--- config.mk ---
export PLATFORM = sky130hd
export DESIGN_NAME = sync_fifo_flags
export DESIGN_NICKNAME = d
export VERILOG_FILES = /design/src/rtl/sync_fifo_flags.sv
export SDC_FILE = /design/constraint.sdc
export NUM_CORES = 1
export LEC_CHECK = 0
export BUFFER_PORTS_ARGS = -buffer_cell sky130_fd_sc_hd__buf_2
export CAP_MARGIN = 5
export CORE_UTILIZATION = 40
export CTS_CLUSTER_DIAMETER = 30
export DETAILED_ROUTE_END_ITERATION = 8
export PLACE_DENSITY = 0.66
export SLEW_MARGIN = 25
export SYNTH_ARGS = -nofsm -noshare
export SYNTH_HDL_FRONTEND = slang
export SYNTH_SLANG_ARGS = --single-unit
--- constraint.sdc ---
create_clock -name clk -period 6.05 [get_ports clk]
set_input_delay 0 -clock clk [delete_from_list [all_inputs] [get_ports clk]]
set_output_delay 0 -clock clk [all_outputs]
set_load 0.02 [all_outputs]
--- src/rtl/sync_fifo_flags.sv ---
// Single-clock parametrised FIFO with standard or first-word-fall-through read,
// almost-full/empty thresholds, fill count, sticky overflow/underflow and sync flush.
module sync_fifo_flags #(
  parameter int WIDTH     = 8,
  parameter int SIZE      = 4,
  parameter int FWFT      = 0,
  parameter int AFULL_TH  = (2 ** SIZE) - 1,
  parameter int AEMPTY_TH = 1
) (
  input  logic             clk,
  input  logic             arst_n,
  input  logic             flush,
  input  logic             w_en,
  input  logic [WIDTH-1:0] data_in,
  input  logic             r_en,
  output logic [WIDTH-1:0] data_out,
  output logic             r_valid,
  output logic             full,
  output logic             empty,
  output logic             almost_full,
  output logic             almost_empty,
  output logic [SIZE:0]    count,
  output logic             overflow,
  output logic             underflow
);

  localparam int DEPTH = 2 ** SIZE;
  localparam logic [SIZE:0] PTR_ONE   = (SIZE + 1)'(1);
  localparam logic [SIZE:0] DEPTH_C   = (SIZE + 1)'(DEPTH);
  localparam logic [SIZE:0] AFULL_C   = (SIZE + 1)'(AFULL_TH);
  localparam logic [SIZE:0] AEMPTY_C  = (SIZE + 1)'(AEMPTY_TH);

  logic [WIDTH-1:0] r_mem [DEPTH];
  logic [SIZE:0]    r_wr_ptr;
  logic [SIZE:0]    r_rd_ptr;
  logic             r_overflow;
  logic             r_underflow;

  logic             w_wr_acc;
  logic             w_rd_acc;
  logic [WIDTH-1:0] w_head;

  // Pointers carry one extra MSB so full (DEPTH) and empty (0) stay distinct.
  assign count        = r_wr_ptr - r_rd_ptr;
  assign full         = (count == DEPTH_C);
  assign empty        = (count == '0);
  assign almost_full  = (count >= AFULL_C);
  assign almost_empty = (count <= AEMPTY_C);
  assign overflow     = r_overflow;
  assign underflow    = r_underflow;

  assign w_wr_acc = w_en && !full;
  assign w_rd_acc = r_en && !empty;
  assign w_head   = r_mem[r_rd_ptr[SIZE-1:0]];

  // NOTE: sequential state uses non-blocking (<=) so every register samples pre-edge values.
  always_ff @(posedge clk or negedge arst_n) begin
    if (!arst_n) begin
      r_wr_ptr    <= '0;
      r_rd_ptr    <= '0;
      r_overflow  <= 1'b0;
      r_underflow <= 1'b0;
    end else if (flush) begin
      r_wr_ptr    <= '0;
      r_rd_ptr    <= '0;
      r_overflow  <= 1'b0;
      r_underflow <= 1'b0;
    end else begin
      if (w_wr_acc) r_wr_ptr <= r_wr_ptr + PTR_ONE;
      if (w_rd_acc) r_rd_ptr <= r_rd_ptr + PTR_ONE;
      if (w_en && full)  r_overflow  <= 1'b1;
      if (r_en && empty) r_underflow <= 1'b1;
    end
  end

  // NOTE: storage array is deliberately not reset; arst_n gating blocks a write on a reset edge.
  always_ff @(posedge clk) begin
    if (arst_n && !flush && w_wr_acc) r_mem[r_wr_ptr[SIZE-1:0]] <= data_in;
  end

  generate
    if (FWFT != 0) begin : g_fwft
      assign data_out = empty ? '0 : w_head;
      assign r_valid  = !empty;
    end else begin : g_std
      logic [WIDTH-1:0] r_data;
      logic             r_rvalid;

      always_ff @(posedge clk or negedge arst_n) begin
        if (!arst_n) begin
          r_data   <= '0;
          r_rvalid <= 1'b0;
        end else if (flush) begin
          r_data   <= '0;
          r_rvalid <= 1'b0;
        end else begin
          r_rvalid <= w_rd_acc;
          if (w_rd_acc) r_data <= w_head;
        end
      end

      assign data_out = r_data;
      assign r_valid  = r_rvalid;
    end
  endgenerate

endmodule

==> metrics.md, run 1 <==
| Metric | Value |
|---|---|
| Outcome | completed |
| Final nets | 432 |
| Grt ovf | 0 |
| Commonest non-fill, non-tap cells in the layout | edfxtp_1, mux4_2, buf_2 |
| Vias in the first global route | 3526 |
| Synth top area cells | edfxtp_1, mux4_2, dfrtp_1 |
| Multi-input gate area | 1730 sq um |
| Cells after synthesis | 367 |
| Drt first pass iters | 4 |
| WP buf/inv | 2 |
| Layout Cells excl Fill | 609 |
| Post-Syn Area | 6190 sq um |
| Register area share after synthesis | 70.5% |
| First-pass GRT wire length | 20700 um |
| CTS sink count | 149 |
| Slowest stage cell, crit path | nor3_1 |
| Final TNS setup | 0 ns |
| Leakage | 0.00246 uW |
| Clk slew on worst S/H paths | 0.06 ns |
| Gpl congestion | 0.889 |
| Highest routed layer | met4 |
| Delay-heaviest family, CP | simple AND/OR/NAND/NOR gates |
| Yosys top cell by area | edfxtp_1 |
| Max_slew headroom | 32.5% |
| Via count | 3505 |
| Register area | 4370 sq um |
| CTS tree | done |
| Max Fclk | 251 MHz |
| Met2 Wirelength | 6750 um |
| RR Startpoint | r_rd_ptr[0] |
| HPWL Detailed | 8830 um |
| Ys flop type | edfxtp_1 |
| Starting density of the core | 40.9% |
| Number of synthesized flops with an enable pin | 128 |
| IO Pins | 33 |
| Clock Root Buffer | clkbuf_16 |
| CP endpoint kind | flip-flop |
| MaxCap Viol Count | 0 |
| Gr usage total | 18.4% |
| Post-Syn Nets | 390 |
| Vias per inst | 5.76 |
| CTS Buffer Depth | 2 |
| Min cycle time layout | 3.99 ns |
| Largest net degree at the start of global routing | 38 |
| Cell Pwr Density | 432 nW/um^2 |
| DR WL met3 | 1060 um |
| Critical path required time | 6.09 ns |
| Standard-cell rows | 45 |
| Synth Register Bits | 149 |
| Hold Startpoint | data_in[1] |
| Met1 wire length | 5650 um |
| Post-CTS setup buffer count | 0 |
| ANT cells | 0 |
| Arrival @ worst endpoint | 4.03 ns |
| CTS HTree Levels | 4 |
| Post-synthesis cell type count | 37 |
| Yosys top cell area share | 62.0% |
| Kind of critical path | reg2reg |
| Final Power | 3110 uW |
| Share of cells above drive strength 1 | 27.8% |
| Worst slew pin tran | 1.01 ns |
| Final setup violation count | 0 |
| Final max-slew violation count | 0 |
| Initial drt markers | 291 |
| Critical Path Start | r_rd_ptr[0] |
| Period utilization | 65.9% |
| Warnings, synthesis | 0 |
| Critical Path Fanout Max | 37 |
| DR DRC count | 0 |
| Antenna violations before repair | 0 |
| Async S/R FF share, synth | 14.1% |
| Post-DRT Antenna Nets | 0 |
| HP Class | in2reg |
| Core area | 15100 sq um |
| Worst Setup Start Kind | flip-flop |
| Final Hold Viols | 0 |
| I/O Buffers | 32 |
| Post-Route Skew | 0.00779 ns |
| Fillers | 1257 |
| Chip Height | 126 um |
| Worst-path cell chain | buf_4, ha_1, inv_1, fa_1, xor2_1, nor3_2, o2111ai_2, nand2_2, nor3_1 |
| DP Cell Count | 572 |
| Skew-Pair Late Insertion Delay | 0.43 ns |
| Final wirelength | 13700 um |
| Average cell area after synthesis | 16.9 sq um |
| Commonest non-fill, non-tap cell in the layout | edfxtp_1 |
| Max incr delay on CP | 0.92 ns |
| WL/cell | 22.5 um |
| Die area | 16000 sq um |
| Syn-to-layout area delta | 16.3% |
| RSZ-0062 raised after global routing | no |
| Peak VDD IR | 0.202 mV |
| Total CTS buffers | 17 |
| Chip Width | 126 um |
==> flip-flops by register name, summed over array words and instances (netlist names) <==
signal     count
r_valid        1
r_rd_ptr       5
underflow      1
data_out       8
r_mem        128
r_wr_ptr       5
overflow       1
==> cell families (layout without fill, tap and decap cells) <==
family / count (synthesis) / in the layout / share of synthesized area [%]
AND/OR/NAND/NOR: 79 / 79 / 6.79
buffers and inverters: 33 / 87 / 2.24
flip-flops: 149 / 149 / 70.5
XOR/XNOR: 2 / 2 / 0.283
AO/OA/AOI/OAI: 61 / 61 / 6.22
multiplexers: 33 / 33 / 11.8
adder cells (fa/ha/maj): 10 / 10 / 2.14
==> synth_stat cells (2+ instances only) <==
| library cell | count |
|---|---|
| edfxtp_1 | 128 |
| mux4_2 | 32 |
| a21oi_1 | 23 |
| dfrtp_1 | 21 |
| nand3_1 | 19 |
| a22oi_1 | 16 |
| nand2_1 | 13 |
| nor3_1 | 13 |
| o21ai_0 | 13 |
| inv_1 | 10 |
| ha_1 | 9 |
| clkbuf_1 | 8 |
| buf_2 | 7 |
| a21o_1 | 6 |
| buf_1 | 5 |
| nor2_1 | 5 |
| nor4_1 | 5 |
| and2_1 | 4 |
| nand2b_1 | 4 |
| or3_1 | 4 |
| nor2b_1 | 3 |
| nand4_1 | 2 |
| nor3_2 | 2 |
| xor2_1 | 2 |
==> final cells by class <==
| type | instances | share of cell area, % |
|---|---|---|
| sequential | 149 | 60.7 |
| multi-input combinational | 185 | 24.0 |
| clock buffer | 18 | 5.96 |
| timing repair buffer | 44 | 3.68 |
| tap | 188 | 3.26 |
| clock inverter | 13 | 1.75 |
| inverter | 12 | 0.660 |
==> stage by stage <==
stage	utilization [%]	worst slack, ns	hold slack [ns]	cell area, sq um
2_1_floorplan	-	2.39	-0.296	6190
3_3_place_gp	43.2	2.21	0.0234	6550
3_5_place_dp	43.2	2.07	0.0328	6550
4_1_cts	47.3	2.06	0.0107	7160
5_1_grt	47.6	1.80	0.0184	7210
6_report	47.6	2.06	0.0197	7210
==> power by group <==
part           leakage (uW)  switching (uW)  total, uW  internal [uW]
clock network      0.000255             422        990            568
registers           0.00144            24.0       1190           1160
logic              0.000773             585        936            351
total               0.00246            1030       3110           2080
==> final timing paths <==
| check | end | depth (start not counted) | slack (ns) |
|---|---|---|---|
| min in group asynchronous | r_wr_ptr[1] | 2 | 0.12 |
| min reg2reg | overflow | 2 | 0.50 |
| max reg2reg | r_mem[4][6] | 9 | 2.06 |
| max | r_mem[4][6] | 9 | 2.06 |
| max in group asynchronous | r_rd_ptr[0] | 2 | 5.50 |
| min | r_mem[5][1] | 1 | 0.02 |
==> what timing repair did <==
| item | CTS | global route |
|---|---|---|
| endpoints found under the setup margin | 0 | 0 |
| endpoints found under the hold margin | 51 | 0 |
| gates resized for setup | 0 | 0 |
| hold buffers | 6 | 0 |
==> routing by layer <==
metal	GRT usage (%)	up-vias
met5	0	-
met2	29.4	152
met1	23.8	1785
met4	6.87	0
met3	5.65	21
li1	-	1547
Note: power is estimated with default switching activity, not from simulation.
==> inputs of run 2 (changes only) <==
--- a/config.mk
+++ b/config.mk
@@ -10,7 +10,7 @@
 export CORE_UTILIZATION = 40
 export CTS_CLUSTER_DIAMETER = 30
 export DETAILED_ROUTE_END_ITERATION = 8
-export PLACE_DENSITY = 0.66
+export PLACE_DENSITY = 0.68
 export SLEW_MARGIN = 25
 export SYNTH_ARGS = -nofsm -noshare
 export SYNTH_HDL_FRONTEND = slang
==> constraint.sdc (replaced) <==
create_clock -name clk -period 3.2 [get_ports clk]
set_input_delay 0 -clock clk [delete_from_list [all_inputs] [get_ports clk]]
set_output_delay 0 -clock clk [all_outputs]
set_load 0.02 [all_outputs]
==> metrics.md, run 2 (synthesis results as in run 1) <==
| Metric | Value |
|---|---|
| CTS Buffer Depth | 2 |
| Worst hold slack | 0.00561 ns |
| Critical Path Start | r_wr_ptr[0] |
| Largest register FFs | 128 |
| HP Class | in2reg |
| CTS tree | done |
| Clock share of power | 32.4% |
| Post-Route Skew | 0.00647 ns |
| Period utilization | 93.9% |
| Share of cells above drive strength 1 | 30.7% |
| I/O Buffers | 32 |
| Clk slew on worst S/H paths | 0.06 ns |
| Slowest stage cell, crit path | nor3_2 |
| Post-DRT Antenna Nets | 0 |
| Gpl congestion | 0.767 |
| DR DRC count | 0 |
| Final Hold Viols | 0 |
| Vias per inst | 5.73 |
| Core Util, Final | 48.9% |
| Sequential share of power | 36.7% |
| Commonest non-fill, non-tap cell in the layout | edfxtp_1 |
| Min cycle time layout | 3.01 ns |
| Starting density of the core | 40.9% |
| First-pass GRT wire length | 21400 um |
| Vias in the first global route | 3709 |
| HPWL Detailed | 8820 um |
| Delay-heaviest family, CP | simple AND/OR/NAND/NOR gates |
| Via count | 3539 |
| Leakage | 0.00257 uW |
| Largest net degree at the start of global routing | 37 |
| Number of cells on the critical path | 9 |
| Sw power | 1960 uW |
| Kind of critical path | reg2reg |
| Final setup violation count | 0 |
| DP Cell Count | 579 |
| Reg2Reg Depth | 9 |
| MaxCap Viol Count | 0 |
| WL/cell | 22.2 um |
| ANT cells | 0 |
| Total CTS buffers | 17 |
| Max_slew headroom | 45.5% |
| Die area | 16000 sq um |
| Critical path required time | 3.24 ns |
| Worst hold stages | 1 |
| Antenna violations before repair | 0 |
| R2r setup slk | 0.19 ns |
| Standard-cell rows | 45 |
| Peak VDD IR | 0.425 mV |
| Layout Cells excl Fill | 618 |
| Worst reg2reg path endpoint | r_mem[8][3] |
| Initial drt markers | 242 |
| Pre-CTS setup slack | -0.0355 ns |
| Internal power | 4140 uW |
| Max Fclk | 333 MHz |
| IO Pins | 33 |
| Max incr delay on CP | 0.71 ns |
| CTS sink count | 149 |
| Commonest non-fill, non-tap cells in the layout | edfxtp_1, mux4_2, buf_2 |
| Min setup slack post-route | 0.195 ns |
| Outcome | completed |
| Final max-slew violation count | 0 |
| Logic pwr share | 30.8% |
| Chip Height | 126 um |
| CTS HTree Levels | 4 |
| Worst Setup EP | r_mem[8][3] |
| RR Startpoint | r_wr_ptr[0] |
| WP buf/inv | 2 |
| Final wirelength | 13700 um |
| Chip Width | 126 um |
| Clock Root Buffer | clkbuf_16 |
| Worst Setup Start Kind | flip-flop |
| Sw Ratio | 32.1% |
| Final nets | 441 |
| RSZ-0062 raised after global routing | no |
| Syn-to-layout area delta | 19.6% |
| Final Power | 6100 uW |
| Grt ovf | 0 |
| Critical Path Fanout Max | 8 |
| Worst slew pin tran | 0.812 ns |
| Gr usage total | 18.7% |
| Core area | 15100 sq um |
| CP endpoint kind | flip-flop |
| Worst-path cell chain | inv_1, ha_1, inv_1, fa_1, xor2_2, nor3_2, o2111ai_2, nand2_2, nor3_2 |
| Drt first pass iters | 5 |
| Arrival @ worst endpoint | 3.05 ns |
| Cell Pwr Density | 824 nW/um^2 |
| Skew-Pair Late Insertion Delay | 0.42 ns |
[run 2: changes by cell type in the layout (fill, tap and decap cells not counted), sizes merged]
cell,previous run,this run
bufinv,1,3
buf,38,46
inv,16,13
dlygate4sd3,6,7
clkinv,3,4
[run 2: power by group through the flow]
stage          Clock, uW  Sequential (uW)  Combinational (uW)
2_1_floorplan          0             2340                1250
3_3_place_gp           0             2280                1830
3_5_place_dp           0             2280                1860
4_1_cts             2000             2240                1880
5_1_grt             2080             2250                2030
6_report            1980             2240                1880
[run 2: what timing repair did]
item	in CTS	in global routing
hold buffers	7	0
gates resized for setup	1	5
hold endpoints to repair	89	0
setup buffers	0	1
pin swaps	0	1
setup endpoints to repair	8	48
[run 2: cell type report]
type,instances,area [sq um]
fillers,1237,7740
flip-flops and latches,149,4370
multi-input cells,185,1820
clock buffers,18,429
repair buffers,53,348
well taps,188,235
clock inverters,13,159
inverters,12,47.5
[run 2: worst register-to-register path: cells and delay by family, from the launching register on]
family | cells | cell delay [ns]
buf+inv | 2 | 0.21
fa+ha+maj | 2 | 0.62
simple gates | 3 | 1.00
xor+xnor | 1 | 0.26
flops | 1 | 0.41
compound gates | 1 | 0.11
[run 2: stage by stage]
step / setup TNS (ns) / area (sq um)
2_1_floorplan: -8.87 / 6290
3_3_place_gp: 0 / 6710
3_5_place_dp: -0.283 / 6710
4_1_cts: 0 / 7370
5_1_grt: 0 / 7410
6_report: 0 / 7410
[run 2: worst min path at each step]
stage,from,endpoint,slack [ns]
floorplan,arst_n,data_out[0],-0.30
detailed placement,arst_n,r_wr_ptr[2],0.14
CTS,flush,overflow,0.002
global placement,arst_n,overflow,0.12
finish,data_in[2],r_mem[6][2],0.006
global route,data_in[2],r_mem[6][2],0.004
[run 2: per-layer routing]
metal | global-route usage (%) | share of wire, % | vias to the layer above
met5 | 0 | 0 | -
met4 | 6.80 | 1.6 | 0
met3 | 4.26 | 5.6 | 17
met2 | 30.5 | 51 | 112
met1 | 24.7 | 42 | 1846
li1 | - | - | 1564
